**src/rtl/ama_riscv_fetch_if.sv**
```systemverilog
// IMEM read bus between the fetch stage (master) and the instruction memory (slave).
// The read data is valid one cycle after imem_en is sampled high.
interface ama_riscv_fetch_if #(
    parameter int IMEM_AW = 14
) ();
    logic               imem_en;
    logic [IMEM_AW-1:0] imem_addr;
    logic [31:0]        imem_rdata;

    modport master (output imem_en, output imem_addr, input imem_rdata);
    modport slave  (input imem_en, input imem_addr, output imem_rdata);
endinterface

```
**src/rtl/ama_riscv_fetch.sv**
```systemverilog
// IF stage: owns the PC, issues IMEM reads and hands inst_id/pc_id to ID one cycle later.
// Inserts NOP bubbles on stall, squash and after reset; tracks deliveries and misaligned redirects.
module ama_riscv_fetch #(
    parameter logic [31:0] RESET_VEC = 32'h0000_0200,
    parameter int          IMEM_AW   = 14,
    parameter int          CNT_W     = 32
) (
    input  logic               clk,
    input  logic               rst_n,
    input  logic [1:0]         pc_sel,
    input  logic               pc_we,
    input  logic               stall_if,
    input  logic               clear_if,
    input  logic [31:0]        alu_out,
    ama_riscv_fetch_if.master  imem,
    output logic [31:0]        inst_id,
    output logic               inst_id_valid,
    output logic [31:0]        pc_id,
    output logic [31:0]        pc_id_inc4,
    output logic               fetch_misaligned,
    output logic [CNT_W-1:0]   fetch_cnt
);

    localparam logic [31:0] NOP = 32'h0000_0013;

    localparam logic [1:0] PC_SEL_INC4       = 2'd0;
    localparam logic [1:0] PC_SEL_ALU        = 2'd1;
    localparam logic [1:0] PC_SEL_START_ADDR = 2'd2;

    logic [31:0]      pc_q;
    logic             req_q;
    logic             kill_q;
    logic [31:0]      pc_id_q;
    logic             misalign_q;
    logic [CNT_W-1:0] cnt_q;

    logic             pc_upd;
    logic [31:0]      pc_next;

    function automatic logic [31:0] next_pc(input logic [1:0]  sel,
                                            input logic [31:0] pc,
                                            input logic [31:0] target);
        case (sel)
            PC_SEL_INC4:       next_pc = pc + 32'd4;
            PC_SEL_ALU:        next_pc = {target[31:2], 2'b00};
            PC_SEL_START_ADDR: next_pc = RESET_VEC;
            default:           next_pc = pc;
        endcase
    endfunction

    // Issue: a stall suppresses both the fetch and the PC update
    assign imem.imem_en   = rst_n && !stall_if;
    assign imem.imem_addr = pc_q[IMEM_AW+1:2];

    assign pc_upd  = pc_we && !stall_if;
    assign pc_next = next_pc(pc_sel, pc_q, alu_out);

    always_ff @(posedge clk or negedge rst_n) begin
        if (!rst_n) begin
            pc_q       <= RESET_VEC;
            req_q      <= 1'b0;
            kill_q     <= 1'b0;
            pc_id_q    <= RESET_VEC;
            misalign_q <= 1'b0;
            cnt_q      <= '0;
        end else begin
            req_q  <= imem.imem_en;
            kill_q <= clear_if;
            if (imem.imem_en)
                pc_id_q <= pc_q;
            // A redirect still lands when the same cycle's fetch is squashed
            if (pc_upd)
                pc_q <= pc_next;
            if (pc_upd && (pc_sel == PC_SEL_ALU) && (alu_out[1:0] != 2'b00))
                misalign_q <= 1'b1;
            if (inst_id_valid)
                cnt_q <= cnt_q + CNT_W'(1);
        end
    end

    // Delivery: response of last cycle's fetch unless it was squashed
    assign inst_id_valid    = req_q && !kill_q;
    assign inst_id          = inst_id_valid ? imem.imem_rdata : NOP;
    assign pc_id            = pc_id_q;
    assign pc_id_inc4       = pc_id_q + 32'd4;
    assign fetch_misaligned = misalign_q;
    assign fetch_cnt        = cnt_q;

endmodule
```
**src/flat_wrapper.sv**
```systemverilog
// flat-port wrapper written by rule: the top's interface ports become plain ports
module ama_riscv_fetch_flat 
#(
    parameter logic [31:0] RESET_VEC = 32'h0000_0200,
    parameter int          IMEM_AW   = 14,
    parameter int          CNT_W     = 32
)
  (clk, rst_n, pc_sel, pc_we, stall_if, clear_if, alu_out, inst_id, inst_id_valid, pc_id, pc_id_inc4, fetch_misaligned, fetch_cnt, imem_imem_en, imem_imem_addr, imem_imem_rdata);
  ama_riscv_fetch_if #(.IMEM_AW(IMEM_AW)) imem_i ();
  input  logic clk;
  input  logic rst_n;
  input  logic [1:0] pc_sel;
  input  logic pc_we;
  input  logic stall_if;
  input  logic clear_if;
  input  logic [31:0] alu_out;
  output logic [31:0] inst_id;
  output logic inst_id_valid;
  output logic [31:0] pc_id;
  output logic [31:0] pc_id_inc4;
  output logic fetch_misaligned;
  output logic [CNT_W-1:0] fetch_cnt;
  output wire logic [$bits(imem_i.imem_en)-1:0] imem_imem_en;
  output wire logic [$bits(imem_i.imem_addr)-1:0] imem_imem_addr;
  input wire logic [$bits(imem_i.imem_rdata)-1:0] imem_imem_rdata;
  assign imem_imem_en = imem_i.imem_en;
  assign imem_imem_addr = imem_i.imem_addr;
  assign imem_i.imem_rdata = imem_imem_rdata;
  ama_riscv_fetch #(.RESET_VEC(RESET_VEC), .IMEM_AW(IMEM_AW), .CNT_W(CNT_W)) u_core (.clk(clk), .rst_n(rst_n), .pc_sel(pc_sel), .pc_we(pc_we), .stall_if(stall_if), .clear_if(clear_if), .alu_out(alu_out), .imem(imem_i), .inst_id(inst_id), .inst_id_valid(inst_id_valid), .pc_id(pc_id), .pc_id_inc4(pc_id_inc4), .fetch_misaligned(fetch_misaligned), .fetch_cnt(fetch_cnt));
endmodule
```
**config.mk**
```make
export PLATFORM = sky130hd
export DESIGN_NAME = ama_riscv_fetch_flat
export DESIGN_NICKNAME = d
export VERILOG_FILES = /design/src/rtl/ama_riscv_fetch_if.sv /design/src/rtl/ama_riscv_fetch.sv /design/src/flat_wrapper.sv
export SDC_FILE = /design/constraint.sdc
export NUM_CORES = 1
export LEC_CHECK = 0
export CAP_MARGIN = 5
export CORE_MARGIN = 5
export CORE_UTILIZATION = 47
export CTS_CLUSTER_DIAMETER = 100
export DETAILED_ROUTE_END_ITERATION = 16
export GPL_TIMING_DRIVEN = 0
export PLACE_DENSITY = 0.85
export SKIP_LAST_GASP = 1
export SLEW_MARGIN = 20
export SYNTH_ARGS = -nofsm -noshare
export SYNTH_HDL_FRONTEND = slang
export SYNTH_SLANG_ARGS = --single-unit
```
**constraint.sdc**
```tcl
create_clock -name clk -period 3.9 [get_ports clk]
set_input_delay 0.39 -clock clk [delete_from_list [all_inputs] [get_ports clk]]
set_output_delay 0.39 -clock clk [all_outputs]
set_load 0.02 [all_outputs]
```
==> flow_summary.yaml <==
outcome:
  run_status: "completed"
logic_synthesis:
  synth_largest_area_cell: "sky130_fd_sc_hd__dfrtp_1"
  synth_compound_area_share_pct: 11.4
  syn_area_um2: 5640
  yosys.area_share.adder_pct: 1.33
  synth_area_in_simple_gates_pct: 24.4
  yosysUniqueCellTypes: 62
  synth_top_cell_area_share_pct: 41.3
  synth.area.mux_share_pct: 5.37
  combinational_family_with_the_most_area_after_synthesis: "simple AND/OR/NAND/NOR gates"
  synth_top_cells_by_area: "sky130_fd_sc_hd__dfrtp_1 41%, sky130_fd_sc_hd__xnor2_1 6.2%, sky130_fd_sc_hd__mux2_2 5.2%, sky130_fd_sc_hd__and2_1 3.7%, sky130_fd_sc_hd__nand4_1 3.7%"
  synth.yosys.seq_area_share_pct: 42.2
  ys_seq_elements: 95
  synth-async-reset-ratio_pct: 100
  postSynthCellCount: 598
  synth_ff_type: "sky130_fd_sc_hd__dfrtp_1"
  yosys.area_share.xor_xnor_pct: 9.16
  synthesis.yosys.warnings: 0
  synthesis.area_per_instance_um2: 9.43
  synth-edff-count: 0
timing:
  transition_time_at_the_pin_with_the_least_slew_margin_ps: 900
  setup_ws_ps: 399
  finalHoldViolations: 0
  max_freq_mhz: 286
  timing_max_transition_violations_final: 0
  period_share_pct: 89.8
  period_needed_ps: 3500
  finalClockSkew_ps: 12.6
  max-slew-margin-rel_pct: 39.5
  setup_viol: 0
  whs_ps: 482
  grt_setup_unrepaired: "false"
finish:
  area_growth_syn_to_layout_pct: 47.5
  post_route_cells_drive_above_1_share_pct: 9.04
  post-route-util_pct: 69.9
  final_net_count: 902
  fillerInstances: 928
  insertedDiodeCount: 0
  fin_area_um2: 8320
drt:
  routed-via-count: 5662
  routedWlPerCell_um: 18.9
  detail-route-antenna-nets: 0
  vias_per_cell: 5.80
  finalWirelength_mm: 18.5
  detailedRoute.firstIterationViolations: 580
  dr.pass1.iters: 7
  drt_drc_violations_left: 0
worst_setup_path:
  path_cells: "nand4_1, nor4_1, nand2_1, xnor2_1, clkdlybuf4s50_1"
  setup.worst_path.start_class: "register"
  arrival_time_of_data_at_the_critical_path_endpoint_ps: 3110
  worst_path_max_delay_cell: "sky130_fd_sc_hd__nor4_1"
  critPathKind: "register to output port"
  worst_path_fanout_max: 8
  timing.critical_path.slowest_cell_delay_ps: 840
  critPathTopFamily: "simple AND/OR/NAND/NOR gates"
  worst_setup_path_end_kind: "output port"
  worst_path_bufs_invs: 1
  worst_ep_required_time_ps: 3510
floorplanning:
  die-height_um: 120
  floorplan.core_area_um2: 11900
  die_area_um2: 14300
  core.rowCount: 40
  initial_core_util_pct: 47.4
  io_pins: 216
  die_width_um: 120
grt:
  grt_first_pass_wirelength_mm: 29.6
  grt_util_overall_pct: 25.5
  antenna_found_initial: 0
  grt_pass1_vias: 5622
  grt_overflow_total: 0
  largest_net_degree_at_the_start_of_global_routing: 53
clock_tree:
  ctsRootBufferMaster: "sky130_fd_sc_hd__clkbuf_16"
  clock_latency_ps: 350
  h-tree-depth: 3
  cts.reportedPaths.clkPinSlew_ps: 70
  ctsResizeCount: 0
  cts-root-to-sink-buffers: 2
  cts_tree: "done"
  cts-buffers-inserted: 9
  cts_sink_cnt: 95
job:
  drv_cap: 0
power_and_ir_drop:
  power.static_leakage_nw: 3.34
  p_sw_mw: 1.39
  switching_share_pct: 36.2
  pwr-share-comb_pct: 37.5
  power.internal_mw: 2.45
  power_frac_seq_pct: 37.2
  vdd_ir_drop_max_mv: 0.214
  cellPowerDensity_nw_per_um2: 462
  power.share.clock_pct: 25.3
  report.power.total_mw: 3.85
placed_design:
  dpl_cell_area_um2: 7980
  dp_worst_setup_slack_ps: 656
  port_buffers: 211
  post-dp-hpwl_mm: 14.2
  weighted_congestion_reported_at_the_end_of_routability_driven_placement: 0.914
min_path:
  hold_path.class: "register to register"
==> state kept, by name (all words and copies together) (netlist names) <==
register / count
u_core.pc_q: 30
u_core.kill_q: 1
u_core.pc_id: 30
u_core.fetch_misaligned: 1
u_core.fetch_cnt: 32
u_core.req_q: 1
==> area by class of cell <==
type | count | area, µm² | share of cell area (%)
Multi-Input combinational cell | 437 | 2930 | 35.2
Sequential cell | 95 | 2380 | 28.6
Timing Repair Buffer | 213 | 2150 | 25.8
Buffer | 53 | 285 | 3.43
Clock buffer | 9 | 225 | 2.71
Tap cell | 147 | 184 | 2.21
Clock inverter | 7 | 104 | 1.25
Inverter | 16 | 60.1 | 0.722
==> path summary, 6_finish.rpt <==
kind | startpoint | to | slack (ps) | cells past startpoint
hold / removal | u_core.fetch_misaligned | u_core.fetch_misaligned | 480 | 1
setup / recovery | u_core.pc_id[9] | pc_id_inc4[22] | 400 | 5
min in group asynchronous | rst_n | u_core.pc_q[17] | 530 | 2
hold reg to reg | u_core.fetch_misaligned | u_core.fetch_misaligned | 480 | 1
max in group asynchronous | rst_n | u_core.fetch_cnt[5] | 2780 | 3
setup reg to reg | u_core.pc_q[3] | u_core.pc_q[26] | 1610 | 6
==> stage by stage <==
| stage | cells | TNS, ps |
|---|---|---|
| global placement | 959 | -155820 |
| floorplan | 601 | 0 |
| finish | 977 | 0 |
| detailed placement | 960 | 0 |
| CTS | 977 | 0 |
| global route | 977 | 0 |
==> power groups by stage <==
stage | sequential, mW | clock [mW] | combinational (mW)
after floorplan | 1.50 | 0 | 0.618
after global placement | 1.43 | 0 | 1.41
after detailed placement | 1.44 | 0 | 1.44
after CTS | 1.42 | 0.989 | 1.45
after global routing | 1.46 | 1.02 | 1.53
final | 1.43 | 0.974 | 1.44
==> cell families (layout without fill, tap and decap cells) <==
| kind of cell | count (synthesis) | in the layout |
|---|---|---|
| muxes | 27 | 27 |
| buffers and inverters | 69 | 298 |
| AOI/OAI and AO/OA | 99 | 99 |
| adders and majority gates | 6 | 6 |
| other | 1 | 4 |
| and+or+nand+nor | 242 | 242 |
| xor gates and xnor gates | 59 | 59 |
| DFF | 95 | 95 |
==> placed cells by master, fill, tap and decap left out, types with 5 or more instances in the layout <==
cell type	instances
sky130_fd_sc_hd__nand2_1	40
sky130_fd_sc_hd__xor2_1	19
sky130_fd_sc_hd__o21ai_0	17
sky130_fd_sc_hd__buf_4	19
sky130_fd_sc_hd__dfrtp_1	93
sky130_fd_sc_hd__o211ai_1	5
sky130_fd_sc_hd__o311ai_0	7
sky130_fd_sc_hd__a21oi_1	35
sky130_fd_sc_hd__clkbuf_16	9
sky130_fd_sc_hd__inv_1	15
sky130_fd_sc_hd__and4_1	8
sky130_fd_sc_hd__mux2_2	26
sky130_fd_sc_hd__or4_1	7
sky130_fd_sc_hd__ha_1	6
sky130_fd_sc_hd__nor2_1	19
sky130_fd_sc_hd__nor4_1	6
sky130_fd_sc_hd__nand3_1	33
sky130_fd_sc_hd__clkdlybuf4s50_1	210
sky130_fd_sc_hd__xnor2_1	40
sky130_fd_sc_hd__or3_1	6
sky130_fd_sc_hd__clkbuf_1	29
sky130_fd_sc_hd__nor3_1	17
sky130_fd_sc_hd__nand4_1	33
sky130_fd_sc_hd__and3_1	21
sky130_fd_sc_hd__and2_1	33
==> metal layers <==
layer	routed length, µm	vias to the layer above	share of wire (%)	global-route usage (%)
met4	432	0	2.3	8.66
met1	7500	2727	41	33.0
met2	9170	286	50	42.8
met3	1380	38	7.5	5.23
li1	-	2611	-	-
met5	0	-	0	0
==> Yosys cell counts, types with 8 or more instances <==
cell type	count
sky130_fd_sc_hd__nand4_1	33
sky130_fd_sc_hd__a21oi_1	35
sky130_fd_sc_hd__nand3_1	33
sky130_fd_sc_hd__mux2_2	26
sky130_fd_sc_hd__nor2_1	19
sky130_fd_sc_hd__o21ai_0	17
sky130_fd_sc_hd__nand2_1	40
sky130_fd_sc_hd__and4_1	8
sky130_fd_sc_hd__buf_4	19
sky130_fd_sc_hd__dfrtp_1	93
sky130_fd_sc_hd__clkbuf_1	29
sky130_fd_sc_hd__xnor2_1	40
sky130_fd_sc_hd__nor3_1	17
sky130_fd_sc_hd__xor2_1	19
sky130_fd_sc_hd__and2_1	33
sky130_fd_sc_hd__and3_1	21
sky130_fd_sc_hd__inv_1	15
==> timing repair <==
item,CTS,global route
setup buffers,0,0
endpoints found under the hold margin,41,0
hold buffers,1,0
No activity file was read; power rests on OpenSTA's default activity.
